File: config.mk
export PLATFORM = sky130hd
export DESIGN_NAME = alif_cfg_serializer
export DESIGN_NICKNAME = d
export VERILOG_FILES = /design/src/rtl/alif_cfg_pkg.sv /design/src/rtl/alif_cfg_bit_timer.sv /design/src/rtl/alif_cfg_serializer.sv
export SDC_FILE = /design/constraint.sdc
export NUM_CORES = 1
export LEC_CHECK = 0
export ABC_AREA = 1
export CORE_MARGIN = 2
export CORE_UTILIZATION = 50
export DETAILED_ROUTE_END_ITERATION = 7
export PLACE_DENSITY = 0.76
export SETUP_SLACK_MARGIN = 0.05
export SYNTH_ARGS = -nofsm -noshare
export SYNTH_HDL_FRONTEND = slang
export SYNTH_SLANG_ARGS = --single-unit
File: constraint.sdc
create_clock -name clk -period 3.37 [get_ports clk]
set_clock_uncertainty 0.05 [all_clocks]
set_input_delay 0.674 -clock clk [delete_from_list [all_inputs] [get_ports clk]]
set_output_delay 0.674 -clock clk [all_outputs]
set_load 0.01 [all_outputs]
File: src/rtl/alif_cfg_pkg.sv
// ---------------------------------------------------------------------------
// alif_cfg_pkg
// Definitions shared by the ALIF configuration serializer and the neuron's
// serial receiver, so that both sides agree on the frame layout.
//   - cfg_state_e    : serializer FSM states
//   - NUM_PARAMS_DEF : default number of parameter fields per frame
//   - PARAM_W_DEF    : default bits per parameter field
//   - FIELD_*        : field indices; field 0 occupies the frame MSBs
//   - field_lsb()    : bit position of a field's LSB inside the frame
// ---------------------------------------------------------------------------
package alif_cfg_pkg;

    localparam int NUM_PARAMS_DEF = 5;
    localparam int PARAM_W_DEF    = 8;

    // Field order on the wire. Field 0 is transmitted first.
    localparam int FIELD_V_TH   = 0;  // firing threshold
    localparam int FIELD_TAU_M  = 1;  // membrane leak constant
    localparam int FIELD_TAU_A  = 2;  // adaptation decay constant
    localparam int FIELD_A_INC  = 3;  // adaptation increment per spike
    localparam int FIELD_REFRAC = 4;  // refractory period

    typedef enum logic [1:0] {
        IDLE     = 2'd0,
        LOAD     = 2'd1,
        WAIT_RDY = 2'd2
    } cfg_state_e;

    function automatic int field_lsb(input int idx, input int num_params,
                                     input int param_w);
        return (num_params - 1 - idx) * param_w;
    endfunction

endpackage

File: src/rtl/alif_cfg_bit_timer.sv
// ---------------------------------------------------------------------------
// alif_cfg_bit_timer
// Serial bit-rate divider. While run is high it emits one bit_tick every
// BIT_DIV cycles; the serializer advances to the next bit only on bit_tick.
// When run is low the count is held at zero, so the first bit of a frame is
// always held for a full BIT_DIV cycles, even after an aborted frame.
//   clk      in  system clock
//   rst_n    in  asynchronous active-low reset
//   run      in  divider enabled (serializer is shifting)
//   bit_tick out last cycle of the current bit period (combinational)
// ---------------------------------------------------------------------------
module alif_cfg_bit_timer #(
    parameter int BIT_DIV = 1
) (
    input  logic clk,
    input  logic rst_n,
    input  logic run,
    output logic bit_tick
);

    localparam int CNT_W = $clog2(BIT_DIV + 1);
    localparam logic [CNT_W-1:0] CNT_LAST = CNT_W'(BIT_DIV - 1);

    logic [CNT_W-1:0] cnt;

    assign bit_tick = run & (cnt == CNT_LAST);

    // NOTE: sequential state is always written with <= so every flop samples
    // pre-edge values regardless of statement order.
    always_ff @(posedge clk or negedge rst_n) begin
        if (!rst_n) begin
            cnt <= '0;
        end else if (!run || bit_tick) begin
            cnt <= '0;
        end else begin
            cnt <= cnt + 1'b1;
        end
    end

endmodule

File: src/rtl/alif_cfg_serializer.sv
// ---------------------------------------------------------------------------
// alif_cfg_serializer
// Host-side initiator for the ALIF neuron's serial configuration port.
// Accepts a parameter image over valid/ready, streams it MSB-first on
// serial_data while load_mode frames it, then waits for the neuron's
// params_ready confirmation with a timeout.
//   clk          in   system clock
//   rst_n        in   asynchronous active-low reset
//   cfg_data     in   parameter image, field 0 in the MSBs (sent first)
//   cfg_valid    in   cfg_data is valid
//   cfg_ready    out  frame can be accepted (IDLE and no abort)
//   abort        in   synchronous cancel of any frame in flight
//   load_mode    out  configuration frame strobe to the neuron
//   serial_data  out  serial configuration bit to the neuron
//   params_ready in   neuron's "parameters loaded" status
//   busy         out  a frame is in flight
//   done         out  one-cycle pulse: frame confirmed
//   error        out  one-cycle pulse: confirmation timeout
// ---------------------------------------------------------------------------
module alif_cfg_serializer
    import alif_cfg_pkg::*;
#(
    parameter int NUM_PARAMS    = NUM_PARAMS_DEF,
    parameter int PARAM_W       = PARAM_W_DEF,
    parameter int BIT_DIV       = 1,
    parameter int READY_TIMEOUT = 255,
    localparam int FRAME_BITS   = NUM_PARAMS * PARAM_W
) (
    input  logic                  clk,
    input  logic                  rst_n,
    input  logic [FRAME_BITS-1:0] cfg_data,
    input  logic                  cfg_valid,
    output logic                  cfg_ready,
    input  logic                  abort,
    output logic                  load_mode,
    output logic                  serial_data,
    input  logic                  params_ready,
    output logic                  busy,
    output logic                  done,
    output logic                  error
);

    localparam int BIT_CNT_W = $clog2(FRAME_BITS + 1);
    localparam int TMO_W     = $clog2(READY_TIMEOUT + 1);
    localparam logic [BIT_CNT_W-1:0] BIT_LAST = BIT_CNT_W'(FRAME_BITS - 1);
    localparam logic [TMO_W-1:0]     TMO_LAST = TMO_W'(READY_TIMEOUT - 1);

    cfg_state_e            state;
    logic [FRAME_BITS-1:0] shreg;     // bits still to send, next one in MSB
    logic [BIT_CNT_W-1:0]  bit_cnt;   // index of the bit currently on the wire
    logic [TMO_W-1:0]      tmo_cnt;   // WAIT_RDY cycles spent without confirmation
    logic                  seen_low;  // params_ready was low at least once this frame
    logic                  bit_tick;

    // The only combinational output: abort must block acceptance in the
    // same cycle it is raised.
    assign cfg_ready = (state == IDLE) & ~abort;

    alif_cfg_bit_timer #(
        .BIT_DIV (BIT_DIV)
    ) u_bit_timer (
        .clk      (clk),
        .rst_n    (rst_n),
        .run      (state == LOAD),
        .bit_tick (bit_tick)
    );

    always_ff @(posedge clk or negedge rst_n) begin
        if (!rst_n) begin
            // NOTE: the shift register and counters are reset along with the
            // control state so no stale frame data survives a reset.
            state       <= IDLE;
            shreg       <= '0;
            bit_cnt     <= '0;
            tmo_cnt     <= '0;
            seen_low    <= 1'b0;
            load_mode   <= 1'b0;
            serial_data <= 1'b0;
            busy        <= 1'b0;
            done        <= 1'b0;
            error       <= 1'b0;
        end else begin
            done  <= 1'b0;
            error <= 1'b0;

            // Stale-ready guard: a level that was already high before the
            // frame started must be seen to drop before it can confirm.
            if (state != IDLE && !params_ready) begin
                seen_low <= 1'b1;
            end

            case (state)
                IDLE: begin
                    if (cfg_valid && cfg_ready) begin
                        serial_data <= cfg_data[FRAME_BITS-1];
                        shreg       <= cfg_data << 1;
                        bit_cnt     <= '0;
                        seen_low    <= 1'b0;
                        load_mode   <= 1'b1;
                        busy        <= 1'b1;
                        state       <= LOAD;
                    end
                end

                LOAD: begin
                    if (abort) begin
                        load_mode   <= 1'b0;
                        serial_data <= 1'b0;
                        busy        <= 1'b0;
                        state       <= IDLE;
                    end else if (bit_tick) begin
                        if (bit_cnt == BIT_LAST) begin
                            load_mode   <= 1'b0;
                            serial_data <= 1'b0;
                            bit_cnt     <= '0;
                            tmo_cnt     <= '0;
                            state       <= WAIT_RDY;
                        end else begin
                            serial_data <= shreg[FRAME_BITS-1];
                            shreg       <= shreg << 1;
                            bit_cnt     <= bit_cnt + 1'b1;
                        end
                    end
                end

                WAIT_RDY: begin
                    // Priority: abort, then confirmation, then timeout.
                    if (abort) begin
                        busy  <= 1'b0;
                        state <= IDLE;
                    end else if (seen_low && params_ready) begin
                        done  <= 1'b1;
                        busy  <= 1'b0;
                        state <= IDLE;
                    end else if (tmo_cnt == TMO_LAST) begin
                        error <= 1'b1;
                        busy  <= 1'b0;
                        state <= IDLE;
                    end else begin
                        tmo_cnt <= tmo_cnt + 1'b1;
                    end
                end

                default: begin
                    load_mode   <= 1'b0;
                    serial_data <= 1'b0;
                    busy        <= 1'b0;
                    state       <= IDLE;
                end
            endcase
        end
    end

endmodule
After elaboration in Yosys (flattened, before gate mapping)
Cells that the tools add are included.
{ "word_totals": {"regBits": 63, "input_bits": 45, "output_inout_bits": 6, "elab_cells": 103} }
{ "op_classes": {"n_addsub": 3, "eq_ne": 16, "n_mux": 51, "bitwise": 5, "n_reduce_logical": 17} }
{ "op_table": {"columns": ["operator", "count"], "rows": [
  ["$mux 40", 4],
  ["$pmux 40 s2", 1],
  ["$mux 8", 6],
  ["$mux 6", 4],
  ["$mux 1", 23],
  ["$ne 2x2->1 const B", 8],
  ["$pmux 8 s2", 1],
  ["$mux 2", 7],
  ["$pmux 6 s2", 1],
  ["$reduce_and 4->1", 3],
  ["$pmux 1 s3", 3],
  ["$add 8x1->8 const B", 1],
  ["$eq 8x8->1 const B", 1],
  ["$reduce_and 7->1", 1],
  ["$add 6x1->6 const B", 1],
  ["$eq 6x6->1 const B", 1],
  ["$ne 3x3->1 const B", 2],
  ["$pmux 2 s3", 1],
  ["$reduce_and 3->1", 2],
  ["$reduce_bool 2->1", 3],
  ["$reduce_and 5->1", 1],
  ["$ne 4x4->1 const B", 1],
  ["$logic_and 1x1->1", 3],
  ["$not 1->1", 3],
  ["other kinds (8)", 10]
]} }

Logic depth before layout (Yosys ltp)
Gate-level depths: netlist of the first run.
{ "logic_depth": {"ltp_word": 5, "ltp_mapped": 10, "depth_no_buf": 10} }

Modules after synthesis
Synthesis of the first run repeated with hierarchy kept, for this count alone.
{ "hier_totals": {"cells_unflattened": 417, "hier_area_um2": 3286.9} }
{ "modules_own_cells": {"columns": ["mod", "instances", "cells_each", "area_each_um2", "seq_area_each_um2"], "rows": [
  ["alif_cfg_serializer", 1, 413, 3248.1, 1526.5],
  ["alif_cfg_bit_timer", 1, 4, 38.8, 25.0]
]} }

Worst setup path after synthesis of the first run
OpenSTA, ideal clock, no wires.
{ "synth_path": {"path_type": "input-to-reg", "from": "input port cfg_valid", "to": "register shreg[18]", "t_arrival_ns": 1.548, "required_time_ns": 3.188, "path_slack_ns": 1.640, "stages": 9, "path_cell_list": "inv_1 > o21ai_2 > nand2_1 > nor2_4 > nand2_2 > buf_4 > buf_6 > nand2_1 > o21ai_1"} }
{ "synth_between": {"elab_chain_len": 3} }
{ "synth_rtl": {"columns": ["element", "line", "rtl"], "rows": [
  ["from (decl)", "alif_cfg_serializer.sv:32", "input logic cfg_valid,"],
  ["$logic_and 1x1->1", "alif_cfg_serializer.sv:94", "if (cfg_valid && cfg_ready) begin"],
  ["$ne 2x1->1 (no source line)", null, null],
  ["$reduce_and 5->1 (no source line)", null, null],
  ["to (signal assigned)", "alif_cfg_serializer.sv:96", "shreg <= cfg_data << 1;"],
  ["to (signal assigned)", "alif_cfg_serializer.sv:120", "shreg <= shreg << 1;"],
  ["to (decl)", "alif_cfg_serializer.sv:49", "logic [FRAME_BITS-1:0] shreg;"]
]} }
No other way between the ends.
A chain may end at the register's enable or synchronous reset.

Worst setup path after layout of the first run
{ "layout_path": {"from": "input port abort", "to": "output port cfg_ready"} }
{ "layout_between": {"elab_chain_len": 2} }
{ "layout_rtl": {"columns": ["element", "line", "rtl"], "rows": [
  ["from (decl)", "alif_cfg_serializer.sv:34", "input logic abort,"],
  ["$not 1->1", "alif_cfg_serializer.sv:57", "assign cfg_ready = (state == IDLE) & ~abort;"],
  ["$and 1x1->1", "alif_cfg_serializer.sv:57", null],
  ["to (decl)", "alif_cfg_serializer.sv:33", "output logic cfg_ready,"]
]} }
No other way between the ends.

==> results of run 1 <==
==> placed cells by master (no fill, tap or decap) <==
master             n
clkbuf_1           1
ha_1               3
nor2_1            19
or2_2              2
clkdlybuf4s50_1   49
dfrtp_1           62
clkbuf_8          12
buf_2              1
xor2_1             1
nor2_4             1
nand3_1           15
o21ai_2            1
mux2i_1           38
nand2_2            2
xnor2_1            2
nand4_1            2
inv_1             16
bufinv_16          2
conb_1             1
o22ai_1            1
nor3_1             4
inv_2              1
a31o_2             1
o21ai_1           29
o21a_1             1
buf_4              4
o211ai_1           1
clkinv_2           1
a21oi_1            1
nand2_1          104
o21ai_0           15
o21bai_1           1
==> worst max path at each step <==
stage,to,startpoint
floorplan,shreg[18]$_DFFE_PN0P_,cfg_valid
global placement,cfg_ready,abort
detailed placement,cfg_ready,abort
CTS,cfg_ready,abort
global route,cfg_ready,abort
finish,cfg_ready,abort
==> metrics by stage <==
stage,util,area [um^2]
after detailed placement,0.6048,3560
after CTS,0.6446,3794
after global routing,0.6446,3794
after global placement,0.6048,3560
after floorplan,-,3019
final,0.6446,3794
==> state kept, by name, summed over array words and instances, names as in the netlist <==
| signal | flops |
|---|---|
| load_mode | 1 |
| busy | 1 |
| error | 1 |
| u_bit_timer.cnt | 1 |
| done | 1 |
| serial_data | 1 |
| bit_cnt | 6 |
| state | 2 |
| seen_low | 1 |
| tmo_cnt | 8 |
| shreg | 39 |
==> routing by layer <==
| layer | wire length, um | vias to the layer above | global-route usage |
|---|---|---|---|
| met3 | 342 | 6 | 0.07802 |
| li1 | - | 1213 | - |
| met2 | 3020 | 68 | 0.3443 |
| met4 | 63 | 0 | 0.06667 |
| met5 | 0 | - | 0 |
| met1 | 2650 | 1151 | 0.2505 |
==> critical path: cells and delay by family <==
kind	cells	cell delay [ns]
buffers and inverters	2	1.08
and+or+nand+nor	1	0.24
==> layout make-up <==
| type | instances | share of cell area |
|---|---|---|
| Multi-Input combinational cell | 245 | 0.3493 |
| Sequential cell | 62 | 0.4090 |
| Clock inverter | 3 | 0.01715 |
| Inverter | 17 | 0.01682 |
| Tap cell | 75 | 0.02474 |
| Clock buffer | 13 | 0.04453 |
| Timing Repair Buffer | 54 | 0.1385 |
==> power breakdown <==
| part | internal, W | switching, W |
|---|---|---|
| Sequential | 0.00103 | 0.000165 |
| Combinational | 0.000447 | 0.000635 |
| Clock | 0.000476 | 0.000281 |
==> cell families (layout without fill, tap and decap cells) <==
kind of cell,Yosys count,in the layout
flops,62,62
buf+inv,29,87
xor+xnor,3,3
simple gates,149,149
other cells,1,1
fa+ha+maj,3,3
compound gates,51,51
mux,38,38
==> results_dict.tcl, run 1 <==
set metrics [dict create \
    rsz0062_at_grt "no" \
    tns_ns 0 \
    reg2reg_to "shreg[8]$_DFFE_PN0P_" \
    layout-drive-gt1-share 0.07107 \
    crit_slowest_cell "clkdlybuf4s50_1" \
    crit_type "in2out" \
    portBuffers 50 \
    yosys.area_share.adder 0.01243 \
    syn_area_per_cell_um2 8.986 \
    clockRootBuffer "clkbuf_8" \
    die_h_um 81.71 \
    syn_to_final_growth_pct 25.65 \
    drc_errors 0 \
    regArea_um2 1551 \
    nFillCells 513 \
    cap_violations 0 \
    fin_hold_ws_ns 0.3591 \
    min_period_ns 2.728 \
    fin_ws_ns 0.6421 \
    min_path_type "in2async" \
    htreeDepth 3 \
    power_w 0.003036 \
    ys.flop_type "dfrtp_1" \
    yosys_register_bits 62 \
    vias 2438 \
    yosys.area.top_type_share 0.5139 \
    grt_usage 0.2074 \
    run_status "finished clean" \
    critPathMaxFanout 6 \
    cts_hold_buffers 0 \
    yosys-top-cells-area "dfrtp_1 (51%), nand2_1 (13%), mux2i_1 (13%)" \
    r2r_setup_slack_ns 1.08 \
    fp.coreArea_um2 5886 \
    min_period_over_period 0.8095 \
    numCtsBuffers 9 \
    synthXorXnorAreaFrac 0.008703 \
    antenna_found_initial 0 \
    crit_chain "clkdlybuf4s50_1 > nor3_1 > clkdlybuf4s50_1" \
    slew_headroom 0.4946 \
    setup_viol_count_final 0 \
    grt_pass1_wl_mm 10.31 \
    rr_worst_depth 7 \
    cts_resized 0 \
    fin_nets 437 \
    grt_pass1_vias 2293 \
    synth.area.mux_share 0.1260 \
    drtAntennaViolNets 0 \
    final_cells 469 \
    syn_nets 384 \
    synth_edf_count 0 \
    ys_top_cells_by_count "nand2_1 (104), dfrtp_1 (62), mux2i_1 (38)" \
    grt-ovfl-total 0 \
    detail_route.first_pass.iterations 4 \
    dp_hpwl_mm 4.148 \
    synth_compound_area_frac 0.08993 \
    wl_per_cell_um 12.96 \
    required_ns 2.65 \
    leakage_nw 1.943 \
    syn_area_um2 3019 \
    rows 28 \
    clock_latency_ns 0.34 \
    clockBufferDepth 2 \
    yosysTopAreaCell "dfrtp_1" \
    routabilityCongestion 0.8917 \
    synth.yosys.seq_area_share 0.5139 \
    synth_most_common_cell "nand2_1" \
    vdd_drop_max_mv 0.4634 \
    r2r_start "state[1]$_DFFE_PN0P_" \
    cts_sinks 62 \
    yosysWarnings 0 \
    tightest_slew_ns 0.7580 \
    synth_top_family_by_area "simple AND/OR/NAND/NOR gates" \
    initial_core_util 0.5130 \
    vias_per_cell 5.198 \
    cts_tree "built" \
    hold_violations 0 \
    design.die.area_um2 6676 \
    synthSimpleGateAreaFrac 0.2006 \
    multi_input_area_um2 1325 \
    grt_start_max_net_pins 78 \
    cpPeakStageDelay_ns 0.58 \
    wl_mm 6.076 \
    timing.fmax_mhz 366.6 \
    finalMaxSlewViolations 0 \
    first_iter_violations 133 \
    power_density_nw_per_um2 800.4 \
    crit_top_cell "clkdlybuf4s50_1" \
    dp_cells 453 \
    async_flop_share 1.000 \
    diodes 0 \
    syn_inst 336 \
    post-cts-setup-buffers 0 \
    io-pin-count 51 \
    die_w_um 81.71 \
    clk_pin_slew_ns 0.07 \
    start_kind "primary input" \
    synth.distinct_cells 29 \
    worstPathArrival_ns 2.00 \
    dp_slack_ns 0.6556 \
    critPathCaptureType "output port" \
]
No activity file was read; power rests on OpenSTA's default activity.
==> inputs of run 2 (changes only) <==
Clock period 3.37 ns to 2.52 ns, I/O delays scaled along.
==> run 2 against run 1 <==
Against the previous run: combinational power increased by 38%; final area is 1.1% higher; sequential power is 33% higher; die area did not move; first-iteration DRC count grew 11%; clock power is 33% higher; count of clock-buffer cells in the layout unchanged; setup slack got worse by 0.38 ns; global-route usage decreased by 0.52 points; highest routed layer unchanged.
==> results_dict.tcl, run 2 (same netlist as run 1, synthesis figures left out) <==
set metrics [dict create \
    run_status "finished clean" \
    grt_usage 0.2023 \
    leakage_nw 1.962 \
    cts_sinks 62 \
    fp.coreArea_um2 5886 \
    vdd_drop_max_mv 0.6667 \
    clockBufferDepth 2 \
    htreeDepth 3 \
    layout-drive-gt1-share 0.07576 \
    fin_hold_ws_ns 0.06535 \
    die_h_um 81.71 \
    mostFrequentLayoutCells "nand2_1 (104), dfrtp_1 (62), clkdlybuf4s50_1 (49), mux2i_1 (38), o21ai_1 (29)" \
    largest_reg_flops 39 \
    cap_violations 0 \
    grt_start_max_net_pins 57 \
    cts_hold_buffers 0 \
    dpl_cell_area_um2 3600 \
    crit_top_cell "clkdlybuf4s50_1" \
    vias_per_cell 5.087 \
    numCtsBuffers 9 \
    critPathMaxFanout 2 \
    io-pin-count 51 \
    critPathTopFamily "buffers and inverters" \
    reg.largest.list "shreg (39), tmo_cnt (8), bit_cnt (6)" \
    min_period_over_period 0.8943 \
    stdcell_area_um2 3834 \
    min_path_type "in2async" \
    cts_tree "built" \
    grt-ovfl-total 0 \
    cpPeakStageDelay_ns 0.58 \
    grt_pass1_wl_mm 10.09 \
    first_iter_violations 148 \
    portBuffers 50 \
    fin_nets 439 \
    crit_type "in2out" \
    crit_chain "clkdlybuf4s50_1 > nor3_1 > clkdlybuf4s50_1" \
    dp_hpwl_mm 4.274 \
    required_ns 1.97 \
    clockRootBuffer "clkbuf_8" \
    rsz0062_at_grt "no" \
    drtAntennaViolNets 0 \
    start_kind "primary input" \
    regMostFlops "shreg" \
    routabilityCongestion 0.8827 \
    crit_slowest_cell "clkdlybuf4s50_1" \
    critPathCaptureType "output port" \
    multi_input_area_um2 1325 \
    finalMaxSlewViolations 0 \
    power_w 0.004105 \
    layout.cells.most_common "nand2_1" \
    wl_mm 5.979 \
    regArea_um2 1551 \
    min_period_ns 2.254 \
    vias 2396 \
    cts_resized 0 \
    clock_latency_ns 0.34 \
    design.die.area_um2 6676 \
    post-cts-setup-buffers 0 \
    grt_pass1_vias 2255 \
    rows 28 \
    wl_per_cell_um 12.69 \
    syn_to_final_growth_pct 26.98 \
    antenna_found_initial 0 \
    worstPathArrival_ns 1.70 \
    nFillCells 501 \
    initial_core_util 0.5130 \
    critPathBufInv 2 \
    detail_route.first_pass.iterations 4 \
    die_w_um 81.71 \
    clk_pin_slew_ns 0.07 \
    hold_violations 0 \
    tns_ns 0 \
    drc_errors 0 \
    power_density_nw_per_um2 1071 \
    setup_viol_count_final 0 \
    timing.fmax_mhz 443.7 \
    diodes 0 \
]
## run 2: changes by cell type in the layout (fill, tap and decap cells not counted)
cell / delta
buf_12: +2
## run 2: worst paths after layout
kind	cells past startpoint	from	slack [ns]	end
max in group asynchronous	2	rst_n	1.77	shreg[16]$_DFFE_PN0P_
setup reg to reg	7	state[1]$_DFFE_PN0P_	0.75	tmo_cnt[5]$_DFFE_PN0P_
hold / removal	1	rst_n	0.07	bit_cnt[2]$_DFFE_PN0P_
setup / recovery	3	abort	0.27	cfg_ready
hold reg to reg	2	shreg[1]$_DFFE_PN0P_	0.43	shreg[1]$_DFFE_PN0P_
min in group clk	2	shreg[1]$_DFFE_PN0P_	0.43	shreg[1]$_DFFE_PN0P_
## run 2: report_power, final
| group | internal, W | leakage, nW | switching (W) | total [W] |
|---|---|---|---|---|
| clock | 0.000637 | 0.120 | 0.000376 | 0.00101 |
| sequential | 0.00138 | 0.792 | 0.000222 | 0.00160 |
| combinational | 0.000643 | 1.05 | 0.000847 | 0.00149 |
## run 2: cell type report
type / instances / area share
clock buffers: 13 / 0.04406
inverters: 17 / 0.01664
repair buffers: 56 / 0.1475
well taps: 75 / 0.02448
multi-input cells: 245 / 0.3456
flip-flops and latches: 62 / 0.4047
clock inverters: 3 / 0.01697
## run 2: worst register-to-register path, delay by kind of cell (launching register included)
| kind | cells | cell delay [ns] |
|---|---|---|
| simple gates | 5 | 0.73 |
| buf+inv | 2 | 0.48 |
| flops | 1 | 0.45 |
## run 2: per-layer routing
metal	routed length (um)	GRT usage
met5	0	0
met1	2646	0.2500
met3	290	0.04396
met4	95	0.1167
met2	2947	0.3279
## run 2: per-stage QoR
step / setup slack [ns] / util / std cells
after floorplan: 0.9603 / - / 336
after global placement: 0.2940 / 0.6116 / 455
after detailed placement: 0.2570 / 0.6116 / 455
after CTS: 0.2611 / 0.6514 / 471
after global routing: 0.2181 / 0.6514 / 471
final: 0.2663 / 0.6514 / 471
==> inputs of run 3 (changes only) <==
Settings changed: CORE_MARGIN 2 to 3, SKIP_LAST_GASP set to 1.
==> run 3 against run 2 <==
Against the previous run: global-route usage is 2.3 points lower; via count is 0.50% lower; highest routed layer unchanged; cell count is 0.64% lower; routed wire length is 0.90% lower; largest cell class unchanged; sequential power hardly changed.
==> results_dict.tcl, run 3 (same netlist as run 1, synthesis figures left out) <==
set metrics [dict create \
    run_status "finished clean" \
    critPathBufInv 2 \
    drc_errors 0 \
    setup_viol_count_final 0 \
    routabilityCongestion 0.8724 \
    reg2reg_to "tmo_cnt[5]$_DFFE_PN0P_" \
    design.die.area_um2 7007 \
    antenna_found_initial 0 \
    syn_to_final_growth_pct 24.87 \
    wl_per_cell_um 12.66 \
    crit_end "cfg_ready" \
    crit_type "in2out" \
    critPathCaptureType "output port" \
    vdd_drop_max_mv 0.6639 \
    timing.fmax_mhz 443.5 \
    wl_met2_mm 2.726 \
    die_w_um 83.71 \
    htreeDepth 3 \
    clock_latency_ns 0.33 \
    start_kind "primary input" \
    final_cells 468 \
    drtAntennaViolNets 0 \
    cap_violations 0 \
    grt_start_max_net_pins 78 \
    required_ns 1.97 \
    first_iter_violations 69 \
    hold_violations 0 \
    cts_hold_buffers 0 \
    clk_pin_slew_ns 0.07 \
    reg.largest.list "shreg (39), tmo_cnt (8), bit_cnt (6)" \
    crit_slowest_cell "clkdlybuf4s50_1" \
    cpPeakStageDelay_ns 0.58 \
    r2r_setup_slack_ns 0.77 \
    dp_hpwl_mm 4.286 \
    io-pin-count 51 \
    fin_nets 439 \
    grt_pass1_vias 2377 \
    regMostFlops "shreg" \
    diodes 0 \
    wl_mm 5.925 \
    crit_start "abort" \
    leakage_nw 1.933 \
    dp_cells 452 \
    critPathTopFamily "buffers and inverters" \
    wl_met1_mm 2.829 \
    rsz0062_at_grt "no" \
    crit_top_cell "clkdlybuf4s50_1" \
    wl_met3_um 275 \
    cts_resized 0 \
    power_density_nw_per_um2 1030 \
    grt-ovfl-total 0 \
    initial_core_util 0.5320 \
    min_period_over_period 0.8948 \
    cts_tree "built" \
    cp.depth 3 \
    worstPathArrival_ns 1.70 \
    vias_per_cell 5.094 \
    layout-drive-gt1-share 0.07576 \
    grt_usage 0.1791 \
    portBuffers 50 \
    die_h_um 83.71 \
    min_period_ns 2.255 \
    critPathMaxFanout 2 \
    power_w 0.003884 \
    rows 27 \
    detail_route.first_pass.iterations 4 \
    grt_pass1_wl_mm 10.34 \
    dpl_cell_area_um2 3583 \
    numCtsBuffers 9 \
    mostFrequentLayoutCells "nand2_1 (104), dfrtp_1 (62), clkdlybuf4s50_1 (49), mux2i_1 (38), o21ai_1 (29)" \
    r2r_start "bit_cnt[0]$_DFFE_PN0P_" \
    largest_reg_flops 39 \
    clockRootBuffer "clkbuf_8" \
    cts_sinks 62 \
    post-cts-setup-buffers 0 \
    layout.cells.most_common "nand2_1" \
    fp.coreArea_um2 5675 \
    min_path_type "in2async" \
    vias 2384 \
    crit_chain "clkdlybuf4s50_1 > nor3_1 > clkdlybuf4s50_1" \
    rr_worst_depth 8 \
    stdcell_area_um2 3770 \
    finalMaxSlewViolations 0 \
    tns_ns 0 \
    top_layer "met4" \
    fin_hold_ws_ns 0.06977 \
    clockBufferDepth 2 \
]
run 3: worst min-delay path by stage:
stage,from,slack [ns],endpoint
after floorplan,rst_n,0.16,bit_cnt[0]$_DFFE_PN0P_
after global placement,load_mode$_DFFE_PN0P_,0.41,load_mode$_DFFE_PN0P_
after detailed placement,shreg[1]$_DFFE_PN0P_,0.41,shreg[1]$_DFFE_PN0P_
after CTS,rst_n,0.08,bit_cnt[2]$_DFFE_PN0P_
after global routing,rst_n,0.11,bit_cnt[2]$_DFFE_PN0P_
final,rst_n,0.07,bit_cnt[2]$_DFFE_PN0P_
run 3: final cells by class:
type                    count  area (um^2)
inverters                  17        63.81
multi-input cells         245         1325
well taps                  72        90.09
repair buffers             56        553.0
clock inverters             3        17.52
flip-flops and latches     62         1551
clock buffers              13        168.9
fillers                   477         1906
run 3: power breakdown:
group | switching (W) | internal [W] | total (W)
Sequential | 0.000222 | 0.00138 | 0.00160
Combinational | 0.000842 | 0.000630 | 0.00147
Clock | 0.000375 | 0.000435 | 0.000810
Total | 0.00144 | 0.00244 | 0.00388
run 3: per-stage QoR:
stage,setup slack [ns],utilization
2_1_floorplan,0.9603,-
3_3_place_gp,0.2959,0.6314
3_5_place_dp,0.2734,0.6314
4_1_cts,0.2632,0.6642
5_1_grt,0.1758,0.6642
6_report,0.2650,0.6642
run 3: per-layer routing:
layer  global-route usage  up-vias
li1                     -     1216
met1               0.2335     1113
met2               0.2878       45
met3              0.05429       10
met4              0.05409        0
met5                    0        -
